==> config.mk <==
export PLATFORM = sky130hd
export DESIGN_NAME = mem_bus_arbiter
export DESIGN_NICKNAME = d
export VERILOG_FILES = /design/src/rtl/mem_bus_arbiter_pkg.sv /design/src/rtl/mem_tag_owner_table.sv /design/src/rtl/mem_bus_arbiter.sv
export SDC_FILE = /design/constraint.sdc
export NUM_CORES = 1
export LEC_CHECK = 0
export BUFFER_PORTS_ARGS = -buffer_cell sky130_fd_sc_hd__buf_2
export CORE_AREA = 3 3 215 217
export DETAILED_ROUTE_END_ITERATION = 12
export DIE_AREA = 0 0 218 220
export SLEW_MARGIN = 20
export SYNTH_ARGS = -nofsm -noshare
export SYNTH_HDL_FRONTEND = slang
export SYNTH_HIERARCHICAL = 1
export SYNTH_SLANG_ARGS = --single-unit
export TNS_END_PERCENT = 10
==> constraint.sdc <==
create_clock -name clock -period 4.46 [get_ports clock]
set_input_delay 0.223 -clock clock [delete_from_list [all_inputs] [get_ports clock]]
set_output_delay 0.223 -clock clock [all_outputs]
set_load 0.05 [all_outputs]
==> src/rtl/mem_bus_arbiter_pkg.sv <==
// Shared definitions for the memory-port arbiter and both cache controllers.
package mem_bus_arbiter_pkg;

  typedef enum logic [1:0] {
    BUS_NONE  = 2'd0,
    BUS_LOAD  = 2'd1,
    BUS_STORE = 2'd2
  } bus_command_e;

  localparam logic REQ_ICACHE = 1'b0;
  localparam logic REQ_DCACHE = 1'b1;

endpackage

==> src/rtl/mem_tag_owner_table.sv <==
// Records which requester owns each outstanding memory tag.
// A set and a clear may land in the same cycle; the set wins when both hit the same tag.
module mem_tag_owner_table #(
  parameter int TAG_BITS = 4
) (
  input  logic                clock,
  input  logic                reset,
  input  logic                set_en,
  input  logic [TAG_BITS-1:0] set_tag,
  input  logic                set_owner,
  input  logic                clr_en,
  input  logic [TAG_BITS-1:0] clr_tag,
  input  logic [TAG_BITS-1:0] rd_tag,
  output logic                rd_valid,
  output logic                rd_owner,
  input  logic [TAG_BITS-1:0] probe_tag,
  output logic                probe_valid,
  output logic [TAG_BITS:0]   outstanding
);

  localparam int ENTRIES = 1 << TAG_BITS;

  logic [ENTRIES-1:0] valid_q;
  logic [ENTRIES-1:0] owner_q;

  // Clear first, then set, so a reissued tag survives its own completion.
  always_ff @(posedge clock or posedge reset) begin
    if (reset) begin
      valid_q <= '0;
      owner_q <= '0;
    end else begin
      if (clr_en) begin
        valid_q[clr_tag] <= 1'b0;
      end
      if (set_en) begin
        valid_q[set_tag] <= 1'b1;
        owner_q[set_tag] <= set_owner;
      end
    end
  end

  assign rd_valid    = valid_q[rd_tag];
  assign rd_owner    = owner_q[rd_tag];
  assign probe_valid = valid_q[probe_tag];

  // Count of live entries, derived straight from the registered valid bits.
  always_comb begin
    outstanding = '0;
    for (int i = 0; i < ENTRIES; i++) begin
      outstanding = outstanding + (TAG_BITS+1)'(valid_q[i]);
    end
  end

endmodule

==> src/rtl/mem_bus_arbiter.sv <==
// Shares the main-memory port between the Icache and Dcache controllers.
// Dcache is favoured; a starvation counter forces an Icache win after a bounded wait.
module mem_bus_arbiter
  import mem_bus_arbiter_pkg::*;
#(
  parameter int TAG_BITS     = 4,
  parameter int STARVE_LIMIT = 4,
  parameter int CNT_BITS     = 3
) (
  input  logic                clock,
  input  logic                reset,
  input  logic [1:0]          Icache2mem_command,
  input  logic [63:0]         Icache2mem_addr,
  input  logic [1:0]          Dcache2mem_command,
  input  logic [63:0]         Dcache2mem_addr,
  input  logic [63:0]         Dcache2mem_data,
  output logic [1:0]          proc2mem_command,
  output logic [63:0]         proc2mem_addr,
  output logic [63:0]         proc2mem_data,
  input  logic [TAG_BITS-1:0] mem2proc_response,
  input  logic [63:0]         mem2proc_data,
  input  logic [TAG_BITS-1:0] mem2proc_tag,
  output logic [TAG_BITS-1:0] mem2Icache_response,
  output logic [63:0]         mem2Icache_data,
  output logic [TAG_BITS-1:0] mem2Icache_tag,
  output logic [TAG_BITS-1:0] mem2Dcache_response,
  output logic [63:0]         mem2Dcache_data,
  output logic [TAG_BITS-1:0] mem2Dcache_tag,
  output logic [TAG_BITS:0]   arb_outstanding,
  output logic                arb_idle,
  output logic                arb_protocol_err
);

  logic [CNT_BITS-1:0] starve_cnt;
  logic                icache_req;
  logic                dcache_req;
  logic                starved;
  logic                grant_icache;
  logic                grant_dcache;
  logic                accepted;
  logic                set_en;
  logic                set_owner;
  logic                comp_valid;
  logic                comp_hit;
  logic                rd_valid;
  logic                rd_owner;
  logic                probe_valid;
  logic                err_now;

  // Requests are masked while reset is held so every output sits at its idle value.
  assign icache_req = !reset && (Icache2mem_command == BUS_LOAD);
  assign dcache_req = !reset && ((Dcache2mem_command == BUS_LOAD) ||
                                 (Dcache2mem_command == BUS_STORE));
  assign starved      = (starve_cnt >= CNT_BITS'(STARVE_LIMIT));
  assign grant_icache = icache_req && (!dcache_req || starved);
  assign grant_dcache = dcache_req && !grant_icache;

  // Forward the winner's command onto the memory port, or an all-zero idle command.
  always_comb begin
    proc2mem_command = BUS_NONE;
    proc2mem_addr    = '0;
    proc2mem_data    = '0;
    if (grant_icache) begin
      proc2mem_command = BUS_LOAD;
      proc2mem_addr    = Icache2mem_addr;
    end else if (grant_dcache) begin
      proc2mem_command = Dcache2mem_command;
      proc2mem_addr    = Dcache2mem_addr;
      proc2mem_data    = Dcache2mem_data;
    end
  end

  assign accepted            = (grant_icache || grant_dcache) && (mem2proc_response != '0);
  assign mem2Icache_response = grant_icache ? mem2proc_response : '0;
  assign mem2Dcache_response = grant_dcache ? mem2proc_response : '0;

  assign set_en    = accepted && (proc2mem_command == BUS_LOAD);
  assign set_owner = grant_dcache ? REQ_DCACHE : REQ_ICACHE;

  assign comp_valid = !reset && (mem2proc_tag != '0);
  assign comp_hit   = comp_valid && rd_valid;

  assign mem2Icache_data = mem2proc_data;
  assign mem2Dcache_data = mem2proc_data;
  assign mem2Icache_tag  = (comp_hit && (rd_owner == REQ_ICACHE)) ? mem2proc_tag : '0;
  assign mem2Dcache_tag  = (comp_hit && (rd_owner == REQ_DCACHE)) ? mem2proc_tag : '0;

  mem_tag_owner_table #(
    .TAG_BITS(TAG_BITS)
  ) u_table (
    .clock      (clock),
    .reset      (reset),
    .set_en     (set_en),
    .set_tag    (mem2proc_response),
    .set_owner  (set_owner),
    .clr_en     (comp_hit),
    .clr_tag    (mem2proc_tag),
    .rd_tag     (mem2proc_tag),
    .rd_valid   (rd_valid),
    .rd_owner   (rd_owner),
    .probe_tag  (mem2proc_response),
    .probe_valid(probe_valid),
    .outstanding(arb_outstanding)
  );

  // A completion for an unknown tag, or a load landing on a live tag that is not retiring now.
  assign err_now = (comp_valid && !rd_valid) ||
                   (set_en && probe_valid && !(comp_hit && (mem2proc_tag == mem2proc_response)));

  // Sticky protocol error, cleared only by reset.
  always_ff @(posedge clock or posedge reset) begin
    if (reset) begin
      arb_protocol_err <= 1'b0;
    end else if (err_now) begin
      arb_protocol_err <= 1'b1;
    end
  end

  // Count consecutive Icache denials, saturating at the limit; any Icache acceptance clears it.
  always_ff @(posedge clock or posedge reset) begin
    if (reset) begin
      starve_cnt <= '0;
    end else if (icache_req) begin
      if (grant_icache && accepted) begin
        starve_cnt <= '0;
      end else if (!starved) begin
        starve_cnt <= starve_cnt + 1'b1;
      end
    end
  end

  assign arb_idle = (arb_outstanding == '0) && !icache_req && !dcache_req;

endmodule

Word-level counts from Yosys, hierarchy flattened --
Index checks and enable logic that the tools add are counted.
Word-level totals: register bits after elaboration 36, input bits 270, output and inout bits 281, word-level logic and storage cells 94
Cells by class: $add $sub $neg 16, $lt $le $gt $ge 5, eq/ne operators 6, mux-type cells 26, bitwise operators 4, reductions and logical operators 33
Operators by type and width (count):
- $mux W64 | 4
- $add A5 B1 Y5 | 14
- $mux W16 | 2
- $logic_and A1 B1 Y1 | 19
- $and A16 B16 Y16 | 1
- $bwmux W16 | 1
- $mux W4 | 4
- $not A16 Y16 | 1
- $or A16 B16 Y16 | 1
- $bmux W1 S4 | 3
- $lt A4 B5 Y1 const B | 2
- $demux W1 S4 | 2
- $ge A4 B1 Y1 const B | 2
- $reduce_bool A4 Y1 | 2
- $eq A2 B1 Y1 const B | 3
- $logic_not A1 Y1 | 6
- $mux W1 | 6
- $mux W3 | 2
- $logic_not A5 Y1 | 1
- $eq A4 B4 Y1 | 1
- $logic_or A1 B1 Y1 | 4
- $mux W2 | 2
- $add A3 B1 Y3 const B | 1
- $ge A3 B3 Y1 const B | 1
- 5 further kinds | 5

Logic depth before layout (Yosys ltp) --
word-level depth 18, mapped depth 14, depth with buffers taken out 14

By module --
Netlist, hierarchy kept.
Modules (own cells, without submodules):
- mem_bus_arbiter | instances 1, cells each 478, area each 2906.5 um2, sequential area each 100.1 um2
- mem_tag_owner_table | instances 1, cells each 193, area each 2127.0 um2, sequential area each 800.8 um2

Worst setup path after synthesis --
Ideal clock, no wire load.
path kind reg2out, start point reg u_table.valid_q[11], end point out arb_idle, arrival time 5358 ps, data required time 4237 ps, slack -1121 ps, stages on the path, launching flop included 13, path buffers 0, path through dfrtp_1 inv_1 fa_1 fa_1 fa_1 fa_1 inv_1 ha_1 inv_1 fa_1 xnor2_1 or4_1 nor4_1
Between the ends: cells in the longest elaborated chain, start to end 8
RTL lines:
- from (decl) | line mem_tag_owner_table.sv:23 | logic [ENTRIES-1:0] valid_q;
- from (signal assigned) | line mem_tag_owner_table.sv:29 | valid_q <= '0;
- from (signal, indexed assignment) | line mem_tag_owner_table.sv:33 | valid_q[clr_tag] <= 1'b0;
- from (signal, indexed assignment) | line mem_tag_owner_table.sv:36 | valid_q[set_tag] <= 1'b1;
- $add A5 B1 Y5 (5 in a row) | line mem_tag_owner_table.sv:50 | outstanding = outstanding + (TAG_BITS+1)'(valid_q[i]);
- net arb_outstanding[2] | line mem_bus_arbiter.sv:29 | output logic [TAG_BITS:0] arb_outstanding,
- $logic_not A5 Y1 | line mem_bus_arbiter.sv:132 | assign arb_idle = (arb_outstanding == '0) && !icache_req && !dcache_req;
- $logic_and A1 B1 Y1 (2 in a row) | line mem_bus_arbiter.sv:132
- to (decl) | line mem_bus_arbiter.sv:30 | output logic arb_idle,
The timed path passes the listed nets, and every way through them passes these cells.

Worst setup path after layout --
start point reg u_table.valid_q[11], end point out arb_idle
Between the ends: cells in the longest elaborated chain, start to end 8
RTL lines (line):
- $add A5 B1 Y5 (5 in a row) | mem_tag_owner_table.sv:50
- $logic_not A5 Y1 | mem_bus_arbiter.sv:132
- $logic_and A1 B1 Y1 (2 in a row) | mem_bus_arbiter.sv:132
Every way passes these cells.

==> results.md <==
| Quantity | Reported | Unit |
|---|---|---|
| Outcome | complete, but fails checks | - |
| Violated checks | setup timing | - |
| Synth unique cells | 49 | - |
| Launching element type of the critical path | flip-flop | - |
| Die X | 218 | µm |
| Worst hold path stage count | 4 | - |
| Met2 GRT Util | 22.6 | % |
| Final setup slack of the worst path | -194 | ps |
| Minimum clock period | 4650 | ps |
| Initial core utilization | 11.4 | % |
| Relative area change from synthesis to final layout | 31.7 | % |
| Register bit total from synthesis | 36 | - |
| Endpoint type of the worst setup path | output port | - |
| Final RePlAce weighted congestion | 1.01 | - |
| Hold WC Path Type | input pin to flip-flop | - |
| Worst setup skew after layout | 5.04 | ps |
| Post-DRT Antenna Nets | 0 | - |
| Highest net fanout along the worst path | 4 | - |
| Total track usage | 13.2 | % |
| Cell types with the largest area share after synthesis | sky130_fd_sc_hd__buf_4 19%, sky130_fd_sc_hd__dfrtp_1 18%, sky130_fd_sc_hd__nand2_1 11% | - |
| Nets | 1167 | - |
| Number of antenna violations at the first check in global routing | 6 | - |
| Critical Path RT | 4240 | ps |
| Level count of the clock H-tree | 2 | - |
| Number of iterations in the first detailed-routing pass | 5 | - |
| Highest Clock Rate | 215 | MHz |
| Most Used Layer, Global Route | met2 | - |
| GRT Residual Overflow | 0 | - |
| Clk Tree Root Cell | sky130_fd_sc_hd__clkbuf_16 | - |
| Mean routed wirelength per cell | 23.5 | µm |
| Setup repair after global routing missed its margin | true | - |
| TritonCTS clock tree | done | - |
| Number of rows in the core area | 77 | - |
| Fraction of layout instances using a drive strength above 1 | 47.4 | % |
| Final setup violating endpoints | 1 | - |
| Max_cap viols | 0 | - |
| Clock latency at the later pin of the worst-skew pair | 280 | ps |
| Global-route wire length before repair | 43.9 | mm |
| Detailed Route WL | 34.5 | mm |
| Lkg Pwr | 3.59 | nW |
| Clock slew at the register clock pins of the worst setup and hold paths | 50 | ps |
| Worst Reg2Reg Path Length in Cells | 7 | - |
| Final worst-path cycle share | 104 | % |
| Number of buffers inserted by port buffering | 358 | - |
| Vias per std cell | 3.73 | - |
| Ports placed on the boundary | 551 | - |
| Routed via count | 5492 | - |
| Yosys top cell area share | 19.2 | % |
| Number of global-route vias before repair | 5226 | - |
| Setup fix buffers added after clock tree synthesis | 0 | - |
| DRC viols | 0 | - |
| Sequential-to-total area share from yosys stat | 17.9 | % |
| Instance count of the mapped netlist | 671 | - |
| Cell Count Post-Placement | 1464 | - |
| Biggest area consumer among synthesized cells | sky130_fd_sc_hd__buf_4 | - |
| Final Instance Area | 0.00663 | mm² |
| Slowest stage cell on the critical path | sky130_fd_sc_hd__fa_1 | - |
| Slew of the pin with the lowest slew margin | 819 | ps |
| Average cell area after synthesis | 7.50 | µm² |
| Clock Sink Count | 36 | - |
| Die Area | 0.0480 | mm² |
| Die boundary height | 220 | µm |
| Remaining max-slew budget at the tightest pin | 45.4 | % |
| Critical path, cell by cell | inv_2, fa_1, fa_1, fa_1, fa_1, inv_1, ha_2, inv_2, fa_1, inv_1, or4_4, nor4_4, buf_12 | - |
| Number of buffers added by the clock tree synthesis step | 5 | - |
| Maximum number of pins on one net before global-route repair | 121 | - |
| Number of filler cells placed in the layout | 5114 | - |
| Arrival time at the worst endpoint | 4430 | ps |
| Number of diodes | 0 | - |
| Maximum buffer depth of the clock tree | 2 | - |
| Max-slew violations | 0 | - |
| Worst Setup Path Type | flip-flop to output port | - |
| Placed cell area | 0.00646 | mm² |
| Met1 routing resource usage after global routing | 16.0 | % |
| Post-synthesis net count | 958 | - |
| Power Density | 620 | mW/mm² |
| Count of warnings emitted by yosys | 6 | - |
| Final hold violations | 0 | - |
| Peak supply drop | 1.42 | mV |
| Number of standard cells in the final layout excluding fillers | 1472 | - |
| DRT iter0 DRCs | 409 | - |
| Most frequent cell on the critical path | sky130_fd_sc_hd__fa_1 | - |
| Met3 routing resource usage after global routing | 5.25 | % |
| Detailed Place HPWL | 30.1 | mm |
| Slowest stage delay, CP | 560 | ps |
| Area of the core | 0.0443 | mm² |
| Post-Syn Area | 0.00503 | mm² |
==> synth_stat cells (all sizes together) <==
cell type	number
xnor2	3
and2	8
nor3b	3
a22oi	2
clkbuf	23
or4	1
nor2	10
dfrtp	36
or3b	1
o21a	2
o21ai	88
a21oi	3
inv	31
buf	143
a21o	1
nand2b	4
a21boi	1
o22ai	1
and3	73
mux4	12
or3	1
nor3	2
fa	10
or2	1
nand3b	4
nand2	154
nand3	7
mux2i	4
xor2	4
nor2b	6
ha	7
nor4	4
o31ai	1
and3b	2
mux2	16
a211oi	1
a311o	1
==> worst paths after layout <==
check | startpoint | endpoint | slack [ps]
hold / removal | Icache2mem_command[1] | starve_cnt[2]$_DFFE_PP0P_ | 390
setup reg to reg | u_table/valid_q[2]$_DFF_PP0_ | u_table/valid_q[12]$_DFF_PP0_ | 2040
max in group asynchronous | reset | u_table/owner_q[7]$_DFFE_PP0P_ | 3440
setup / recovery | u_table/valid_q[11]$_DFF_PP0_ | arb_idle | -190
min in group asynchronous | reset | starve_cnt[1]$_DFFE_PP0P_ | 520
hold reg to reg | u_table/owner_q[10]$_DFFE_PP0P_ | u_table/owner_q[10]$_DFFE_PP0P_ | 490
==> cell usage in the layout (no fill, tap or decap), types with 2 or more instances in the layout <==
| cell | count |
|---|---|
| sky130_fd_sc_hd__a21oi_1 | 3 |
| sky130_fd_sc_hd__a22oi_1 | 2 |
| sky130_fd_sc_hd__and2_1 | 8 |
| sky130_fd_sc_hd__and3_1 | 73 |
| sky130_fd_sc_hd__and3b_2 | 2 |
| sky130_fd_sc_hd__buf_12 | 2 |
| sky130_fd_sc_hd__buf_2 | 357 |
| sky130_fd_sc_hd__buf_4 | 8 |
| sky130_fd_sc_hd__clkbuf_16 | 5 |
| sky130_fd_sc_hd__clkbuf_8 | 2 |
| sky130_fd_sc_hd__dfrtp_1 | 36 |
| sky130_fd_sc_hd__fa_1 | 10 |
| sky130_fd_sc_hd__ha_1 | 6 |
| sky130_fd_sc_hd__inv_1 | 29 |
| sky130_fd_sc_hd__inv_2 | 2 |
| sky130_fd_sc_hd__mux2_1 | 4 |
| sky130_fd_sc_hd__mux2_2 | 11 |
| sky130_fd_sc_hd__mux2i_1 | 4 |
| sky130_fd_sc_hd__mux4_2 | 12 |
| sky130_fd_sc_hd__nand2_1 | 154 |
| sky130_fd_sc_hd__nand2b_1 | 4 |
| sky130_fd_sc_hd__nand3_1 | 6 |
| sky130_fd_sc_hd__nand3b_1 | 4 |
| sky130_fd_sc_hd__nor2_1 | 9 |
| sky130_fd_sc_hd__nor2b_1 | 6 |
| sky130_fd_sc_hd__nor3_1 | 2 |
| sky130_fd_sc_hd__nor3b_2 | 2 |
| sky130_fd_sc_hd__nor4_1 | 3 |
| sky130_fd_sc_hd__o21ai_0 | 50 |
| sky130_fd_sc_hd__o21ai_1 | 37 |
| sky130_fd_sc_hd__xnor2_1 | 2 |
| sky130_fd_sc_hd__xor2_1 | 4 |
==> registers in the layout, indices dropped and copies added, names as in the netlist <==
register	count
starve_cnt	3
u_table/owner_q	16
u_table/valid_q	16
arb_protocol_err	1
==> critical path, delay by kind of cell, from the launching register on <==
family / cells / cell delay [ps]
buffers and inverters: 5 / 390
adder cells (fa/ha/maj): 6 / 2650
AND/OR/NAND/NOR: 2 / 740
flip-flops: 1 / 380
==> cell families (layout without fill, tap and decap cells) <==
family,count (synthesis),in the layout,share of synthesized area (%)
simple gates,281,281,27.7
buf+inv,197,406,26.6
compound gates,101,101,10.9
flops,36,36,17.9
mux,32,32,9.82
fa+ha+maj,17,17,5.72
xor+xnor,7,7,1.37
==> routing by layer <==
layer,part of all wire [%],vias to the layer above
li1,-,2520
met1,39,2538
met2,48,411
met3,12,23
met4,1.4,0
met5,0,-
==> report_power, final <==
group          switching [mW]  total (mW)  internal [mW]
sequential             0.0628       0.460          0.397
combinational            2.25        3.29           1.04
clock                   0.129       0.363          0.234
total                    2.44        4.11           1.67
==> per-stage QoR <==
| step | setup TNS, ps | utilization, % | power, mW | hold slack (ps) | setup WS [ps] |
|---|---|---|---|---|---|
| after floorplan | -268 | - | 2.95 | 5.70 | -268 |
| after global placement | 0 | 14.6 | 3.70 | 269 | 62.1 |
| after detailed placement | 0 | 14.6 | 3.73 | 278 | 16.3 |
| after CTS | -234 | 15.0 | 4.15 | 384 | -234 |
| after global routing | -378 | 15.0 | 4.41 | 400 | -378 |
| final | -194 | 15.0 | 4.11 | 387 | -194 |
==> layout make-up <==
type / count / area [µm²] / area share, %
Sequential cell: 36 / 901 / 13.6
Timing Repair Buffer: 368 / 1900 / 28.6
Inverter: 31 / 116 / 1.76
Clock buffer: 7 / 153 / 2.30
Tap cell: 592 / 741 / 11.2
Multi-Input combinational cell: 438 / 2820 / 42.6
==> what timing repair did <==
item | CTS | global route
pin swaps | 0 | 0
gates resized for setup | 1 | 3
endpoints found under the setup margin | 1 | 1
hold buffers | 1 | 0
endpoints found under the hold margin | 4 | 0
Power figures use the tool's default switching activity.
